===== src/rtl/counter_run_pkg.sv =====
// Shared types for the counter run sequencer: FSM state encoding and direction constants.
package counter_run_pkg;

  typedef enum logic [1:0] {
    IDLE = 2'd0,
    LOAD = 2'd1,
    RUN  = 2'd2,
    DONE = 2'd3
  } state_e;

  localparam logic DIR_UP   = 1'b0;
  localparam logic DIR_DOWN = 1'b1;

endpackage


===== src/rtl/updown_core.sv =====
// Modulo-2^WIDTH up/down counter register with parallel load; load wins over step.
module updown_core
  import counter_run_pkg::*;
#(
  parameter int WIDTH = 4
) (
  input  logic             clk,
  input  logic             clr_n,
  input  logic             load,
  input  logic [WIDTH-1:0] load_val,
  input  logic             step,
  input  logic             dir,
  output logic [WIDTH-1:0] q
);

  logic [WIDTH-1:0] q_q;
  logic [WIDTH-1:0] q_d;

  // next counter value: load, step in the requested direction, or hold
  always_comb begin
    q_d = q_q;
    if (load) begin
      q_d = load_val;
    end else if (step) begin
      if (dir == DIR_DOWN) begin
        q_d = q_q - WIDTH'(1);
      end else begin
        q_d = q_q + WIDTH'(1);
      end
    end else begin
      q_d = q_q;
    end
  end

  // counter register
  always_ff @(posedge clk or negedge clr_n) begin
    if (!clr_n) begin
      q_q <= {WIDTH{1'b0}};
    end else begin
      q_q <= q_d;
    end
  end

  assign q = q_q;

endmodule


===== src/rtl/counter_run_sequencer.sv =====
// Round-robin arbitration of NREQ requesters onto one shared up/down counter run.
// Optional pause input in RUN when COUNTER_RUN_SEQ_PAUSE_EN is defined.
module counter_run_sequencer
  import counter_run_pkg::*;
#(
  parameter int NREQ  = 2,
  parameter int WIDTH = 4,
  parameter int LEN_W = 4
) (
`ifdef COUNTER_RUN_SEQ_PAUSE_EN
  input  logic                      pause,
`endif
  input  logic                      clk,
  input  logic                      clr_n,
  input  logic [NREQ-1:0]           req,
  input  logic [NREQ-1:0]           dir,
  input  logic [NREQ*WIDTH-1:0]     start_val,
  input  logic [NREQ*LEN_W-1:0]     len,
  output logic [NREQ-1:0]           gnt,
  output logic                      busy,
  output logic [WIDTH-1:0]          q,
  output logic                      dir_out,
  output logic                      done,
  output logic [$clog2(NREQ)-1:0]   done_id
);

  localparam int IDW = $clog2(NREQ);

  state_e            state_q, state_d;
  logic [NREQ-1:0]   gnt_q, gnt_d;
  logic              busy_q, busy_d;
  logic              done_q, done_d;
  logic [IDW-1:0]    done_id_q, done_id_d;
  logic              dir_out_q, dir_out_d;
  logic [IDW-1:0]    rr_q, rr_d;
  logic [IDW-1:0]    win_q, win_d;
  logic [LEN_W-1:0]  rem_q, rem_d;

  logic              any_req_s;
  logic [IDW-1:0]    pick_s;
  logic              load_s;
  logic              step_s;
  logic              pause_s;
  logic [WIDTH-1:0]  load_val_s;

`ifdef COUNTER_RUN_SEQ_PAUSE_EN
  assign pause_s = pause;
`else
  assign pause_s = 1'b0;
`endif

  // round-robin pick: scan downward so the lowest offset from rr_q is assigned last and wins
  always_comb begin
    int idx;
    idx       = 0;
    pick_s    = rr_q;
    any_req_s = 1'b0;
    for (int k = NREQ - 1; k >= 0; k--) begin
      idx = int'(rr_q) + k;
      if (idx >= NREQ) begin
        idx = idx - NREQ;
      end else begin
        idx = idx;
      end
      if (req[idx]) begin
        pick_s    = IDW'(idx);
        any_req_s = 1'b1;
      end else begin
        any_req_s = any_req_s;
      end
    end
  end

  assign load_val_s = start_val[pick_s*WIDTH +: WIDTH];

  // run sequencing: next state and registered-output next values
  always_comb begin
    state_d   = state_q;
    gnt_d     = gnt_q;
    busy_d    = busy_q;
    done_d    = 1'b0;
    done_id_d = done_id_q;
    dir_out_d = dir_out_q;
    rr_d      = rr_q;
    win_d     = win_q;
    rem_d     = rem_q;
    load_s    = 1'b0;
    step_s    = 1'b0;
    case (state_q)
      IDLE: begin
        if (any_req_s) begin
          state_d   = LOAD;
          gnt_d     = {{(NREQ-1){1'b0}}, 1'b1} << pick_s;
          busy_d    = 1'b1;
          win_d     = pick_s;
          dir_out_d = dir[pick_s];
          rem_d     = len[pick_s*LEN_W +: LEN_W];
          load_s    = 1'b1;
        end else begin
          state_d = IDLE;
        end
      end
      LOAD: begin
        if (rem_q == {LEN_W{1'b0}}) begin
          state_d   = DONE;
          done_d    = 1'b1;
          done_id_d = win_q;
        end else begin
          state_d = RUN;
        end
      end
      RUN: begin
        if (pause_s) begin
          state_d = RUN;
        end else begin
          step_s = 1'b1;
          rem_d  = rem_q - LEN_W'(1);
          if (rem_q == LEN_W'(1)) begin
            state_d   = DONE;
            done_d    = 1'b1;
            done_id_d = win_q;
          end else begin
            state_d = RUN;
          end
        end
      end
      DONE: begin
        state_d = IDLE;
        gnt_d   = {NREQ{1'b0}};
        busy_d  = 1'b0;
        rr_d    = (win_q == IDW'(NREQ - 1)) ? {IDW{1'b0}} : win_q + IDW'(1);
      end
      default: begin
        state_d = IDLE;
        gnt_d   = {NREQ{1'b0}};
        busy_d  = 1'b0;
      end
    endcase
  end

  // state and output registers
  always_ff @(posedge clk or negedge clr_n) begin
    if (!clr_n) begin
      state_q   <= IDLE;
      gnt_q     <= {NREQ{1'b0}};
      busy_q    <= 1'b0;
      done_q    <= 1'b0;
      done_id_q <= {IDW{1'b0}};
      dir_out_q <= DIR_UP;
      rr_q      <= {IDW{1'b0}};
      win_q     <= {IDW{1'b0}};
      rem_q     <= {LEN_W{1'b0}};
    end else begin
      state_q   <= state_d;
      gnt_q     <= gnt_d;
      busy_q    <= busy_d;
      done_q    <= done_d;
      done_id_q <= done_id_d;
      dir_out_q <= dir_out_d;
      rr_q      <= rr_d;
      win_q     <= win_d;
      rem_q     <= rem_d;
    end
  end

  updown_core #(.WIDTH(WIDTH)) u_core (
    .clk      (clk),
    .clr_n    (clr_n),
    .load     (load_s),
    .load_val (load_val_s),
    .step     (step_s),
    .dir      (dir_out_q),
    .q        (q)
  );

  assign gnt     = gnt_q;
  assign busy    = busy_q;
  assign done    = done_q;
  assign done_id = done_id_q;
  assign dir_out = dir_out_q;

endmodule


===== config.mk =====
export PLATFORM = sky130hd
export DESIGN_NAME = counter_run_sequencer
export DESIGN_NICKNAME = d
export VERILOG_FILES = /design/src/rtl/counter_run_pkg.sv /design/src/rtl/updown_core.sv /design/src/rtl/counter_run_sequencer.sv
export SDC_FILE = /design/constraint.sdc
export NUM_CORES = 1
export LEC_CHECK = 0
export CORE_ASPECT_RATIO = 0.75
export CORE_MARGIN = 5
export CORE_UTILIZATION = 52
export CTS_CLUSTER_SIZE = 24
export DETAILED_ROUTE_END_ITERATION = 10
export GPL_ROUTABILITY_DRIVEN = 0
export PLACE_DENSITY = 0.84
export SLEW_MARGIN = 20
export SYNTH_ARGS = -nofsm -noshare
export SYNTH_HDL_FRONTEND = slang
export SYNTH_SLANG_ARGS = --single-unit

===== constraint.sdc =====
create_clock -name clk -period 3.39 [get_ports clk]
set_input_delay 0.678 -clock clk [delete_from_list [all_inputs] [get_ports clk]]
set_output_delay 0.678 -clock clk [all_outputs]
set_load 0.05 [all_outputs]

==> flow_summary_export.csv <==
group,metric,value,unit
pwr,seq_power_share,25.5,%
grt,grt_start_max_net_pins,19,
place,placedCellCount,192,
pwr,power.internal,0.832,mW
pwr,pwr-share-clk,8.0,%
clock_tree,htree_num_levels,1,
job,cap_violations,0,
pwr,power.leakage,0.700,nW
sta,timing.final.hold_violations,0,
grt,number_of_antenna_violations_at_the_first_check_in_global_routing,0,
floorplanning,core_footprint,0.00231,mm2
worst_setup_path,regToRegEndpoint,"rem_q[3]$_DFFE_PN0P_",
min_path,worstHoldStart,"win_q$_DFFE_PN0P_",
worst_setup_path,crit_fanout,5,
worst_setup_path,cp_slowest_stage_delay,0.83,ns
drt,routed_wirelength,3.54,mm
worst_setup_path,rr_worst_depth,6,
sta,timing.fmax,0.447,GHz
logic_synthesis,synth.net_count,164,
clock_tree,hold_buffers,0,
finish,num-fill-cells,184,
drt,dr.first_iter.drc_count,121,
outcome,run_status,"completed",
finish,layout-drive-gt1-share,11.7,%
worst_setup_path,reg2reg_setup_slack,1.25,ns
floorplanning,die_y,52.8,um
sta,post-route-period-util,66.0,%
pwr,p_switching,0.904,mW
sta,unrepaired_setup_endpoints_after_global_routing,"no",
logic_synthesis,synth-seq-cells,18,
drt,drc_errors,0,
grt,grt_overflow,0,
clock_tree,tritoncts,"built",
logic_synthesis,synth_ff_type,"sky130_fd_sc_hd__dfrtp_1",
worst_setup_path,crit_buf_inv,1,
clock_tree,tritoncts_num_sinks,18,
pwr,cellPowerDensity,1070,mW/mm2
floorplanning,die_area,0.00354,mm2
min_path,hold-path-cell-count,1,
floorplanning,i_o_pin_count,32,
worst_setup_path,end_kind,"primary output",
worst_setup_path,timing.critical_path.slowest_stage_cell,"sky130_fd_sc_hd__clkdlybuf4s50_1",
worst_setup_path,cp_cell_sequence,"clkdlybuf4s50_1",
drt,drt.antenna.violating_nets,0,
logic_synthesis,yosys.cell_types.count,51,
finish,n_antenna_cell,0,
worst_setup_path,critical_path_arrival,1.56,ns
clock_tree,post_cts.resized_instances,0,
logic_synthesis,total_standard_cell_area_after_synthesis,0.00127,mm2
pwr,power_frac_comb,66.6,%
clock_tree,clkSlewWorstSetupHoldPaths,0.11,ns
drt,drt-vias-per-instance,6.09,
drt,drt_pass1_iterations,4,
sta,report.final.slew_viol_count,0,
worst_setup_path,worstSetupPathType,"register to primary output",
pwr,power.share.switching,52.1,%
floorplanning,die_width,67.1,um
logic_synthesis,synth.yosys.seq_area_share,35.4,%
floorplanning,floorplan.initialDensity,55.1,%
sta,setup_tns,0,ns
grt,grt_util_all_layers,21.9,%
logic_synthesis,synth_edf_count,0,
clock_tree,clk_root_buffer_cell,"sky130_fd_sc_hd__clkbuf_4",
finish,instances_no_fill,196,
finish,syn_to_final_growth,28.0,%
floorplanning,core.rowCount,15,
clock_tree,clk_latency_worst_skew_pair,0.30,ns
min_path,hold_end,"rr_q$_DFFE_PN0P_",
logic_synthesis,postSynthAreaPerCell,9.63,um2
sta,slew_limit_headroom,44.0,%
logic_synthesis,proportion_of_synthesized_flip_flops_having_asynchronous_set_or_reset,100,%
sta,setup_violations,0,
finish,fin_nets,195,
drt,vias,1193,
min_path,hold_path_class,"register to register",
sta,hold-worst-slack,0.480,ns
place,hpwl_detailed,2.69,mm
sta,final.setup_skew,0.00254,ns
worst_setup_path,critPathRequiredTime,2.71,ns
worst_setup_path,startpoint_of_the_worst_setup_timing_path,"dir_out$_DFFE_PN0P_",
clock_tree,cts_inserted_buffers,3,
worst_setup_path,critical_path.reg2reg.startpoint,"state_q[0]$_DFF_PN0_",
drt,wl_per_cell,18.1,um
grt,first_global_vias,1206,
place,port-buffer-count,31,
logic_synthesis,synth.yosys.warnings,0,
clock_tree,cts_max_path_buffers,2,
sta,post-route-min-period,2.24,ns
clock_tree,cts_setup_buffers,0,
pwr,power.ir.vdd_worst,601,uV
worst_setup_path,critPathLaunchType,"register",
grt,grt_first_pass_wirelength,5.75,mm
worst_setup_path,cpLargestDelayFamily,"buffers and inverters",
logic_synthesis,synthCells,132,
sta,timing_worst_slew_pin_value,0.837,ns
area by class of cell:
| class | instances | area (um2) | share of cell area, % |
|---|---|---|---|
| inverter | 12 | 45.0 | 2.77 |
| tap | 34 | 42.5 | 2.62 |
| multi-input combinational | 97 | 742 | 45.6 |
| timing repair buffer | 31 | 310 | 19.1 |
| sequential | 18 | 450 | 27.7 |
| clock buffer | 4 | 36.3 | 2.23 |
cell usage in the layout (no fill, tap or decap), drive strengths merged, types with 2 or more instances in the layout:
cell type / netlist / final
clkdlybuf4s50: 0 / 31
dfrtp: 18 / 18
inv: 12 / 12
nand2: 11 / 11
a21oi: 11 / 11
nor2: 9 / 9
ha: 9 / 9
o21ai: 9 / 9
a211oi: 5 / 5
clkbuf: 0 / 4
nand3: 3 / 3
a31oi: 3 / 3
a21o: 3 / 3
mux2i: 2 / 2
o2111ai: 2 / 2
xor2: 2 / 2
nand2b: 2 / 2
a21boi: 2 / 2
a2111oi: 2 / 2
a32o: 2 / 2
flip-flops by register name, indices dropped and copies added, names as in the netlist, 2 cells and up:
name,cells
rem_q,4
u_core.q,4
gnt,2
state_q,2
metal layers:
layer,vias up,track usage (%),part of all wire [%]
met5,-,0,0
met4,0,8.42,3.0
li1,544,-,-
met1,583,26.4,41
met2,54,36.1,49
met3,12,7.30,7.0
cell families after synthesis:
group | share of synthesized area, %
AND/OR/NAND/NOR | 13.5
adder cells (fa/ha/maj) | 10.4
multiplexers | 2.46
AO/OA/AOI/OAI | 30.6
XOR/XNOR | 1.38
flip-flops | 35.4
buffers and inverters | 6.20
metrics by stage:
step | worst slack [ns] | util [%] | instance area [um2] | power, mW
floorplan | 1.54 | - | 1270 | 1.26
CTS | 1.14 | 70.5 | 1630 | 1.73
global route | 1.09 | 70.5 | 1630 | 1.86
finish | 1.15 | 70.5 | 1630 | 1.74
global placement | 0.989 | 68.9 | 1590 | 1.51
detailed placement | 0.949 | 68.9 | 1590 | 1.57
power by group through the flow:
stage / logic, mW / registers (mW) / clock network, mW
2_1_floorplan: 0.651 / 0.607 / 0
3_3_place_gp: 1.08 / 0.433 / 0
3_5_place_dp: 1.13 / 0.442 / 0
4_1_cts: 1.15 / 0.439 / 0.140
5_1_grt: 1.25 / 0.460 / 0.152
6_report: 1.16 / 0.442 / 0.138
worst reg2reg max path, delay by kind of cell, from the launching register on:
family / cells / cell delay, ns
AO/OA/AOI/OAI: 3 / 0.57
adder cells (fa/ha/maj): 1 / 0.51
AND/OR/NAND/NOR: 1 / 0.45
flip-flops: 1 / 0.42
buffers and inverters: 1 / 0.10
synth_stat cells, drive strengths merged (2+ instances only):
library cell | instances | area [um2]
a21oi | 11 | 70.1
nor2 | 9 | 33.8
a32o | 2 | 21.3
a21o | 3 | 25.0
ha | 9 | 113
a21boi | 2 | 18.8
dfrtp | 18 | 450
inv | 12 | 45.0
a2111oi | 2 | 42.5
xor2 | 2 | 17.5
o2111ai | 2 | 17.5
nand2b | 2 | 20.0
nand3 | 3 | 15.0
buf | 5 | 33.8
nand2 | 11 | 41.3
o21ai | 9 | 48.8
mux2i | 2 | 20.0
a31oi | 3 | 18.8
a211oi | 5 | 42.5
worst max path at each step:
stage / endpoint / slack, ns / depth (start not counted)
final: dir_out / 1.15 / 1
after global routing: dir_out / 1.09 / 1
after CTS: dir_out / 1.14 / 1
after detailed placement: rem_q[3]$_DFFE_PN0P_ / 0.95 / 5
after global placement: rem_q[3]$_DFFE_PN0P_ / 0.99 / 5
after floorplan: u_core.q[3]$_DFFE_PN0P_ / 1.54 / 5
Power figures use the tool's default switching activity.
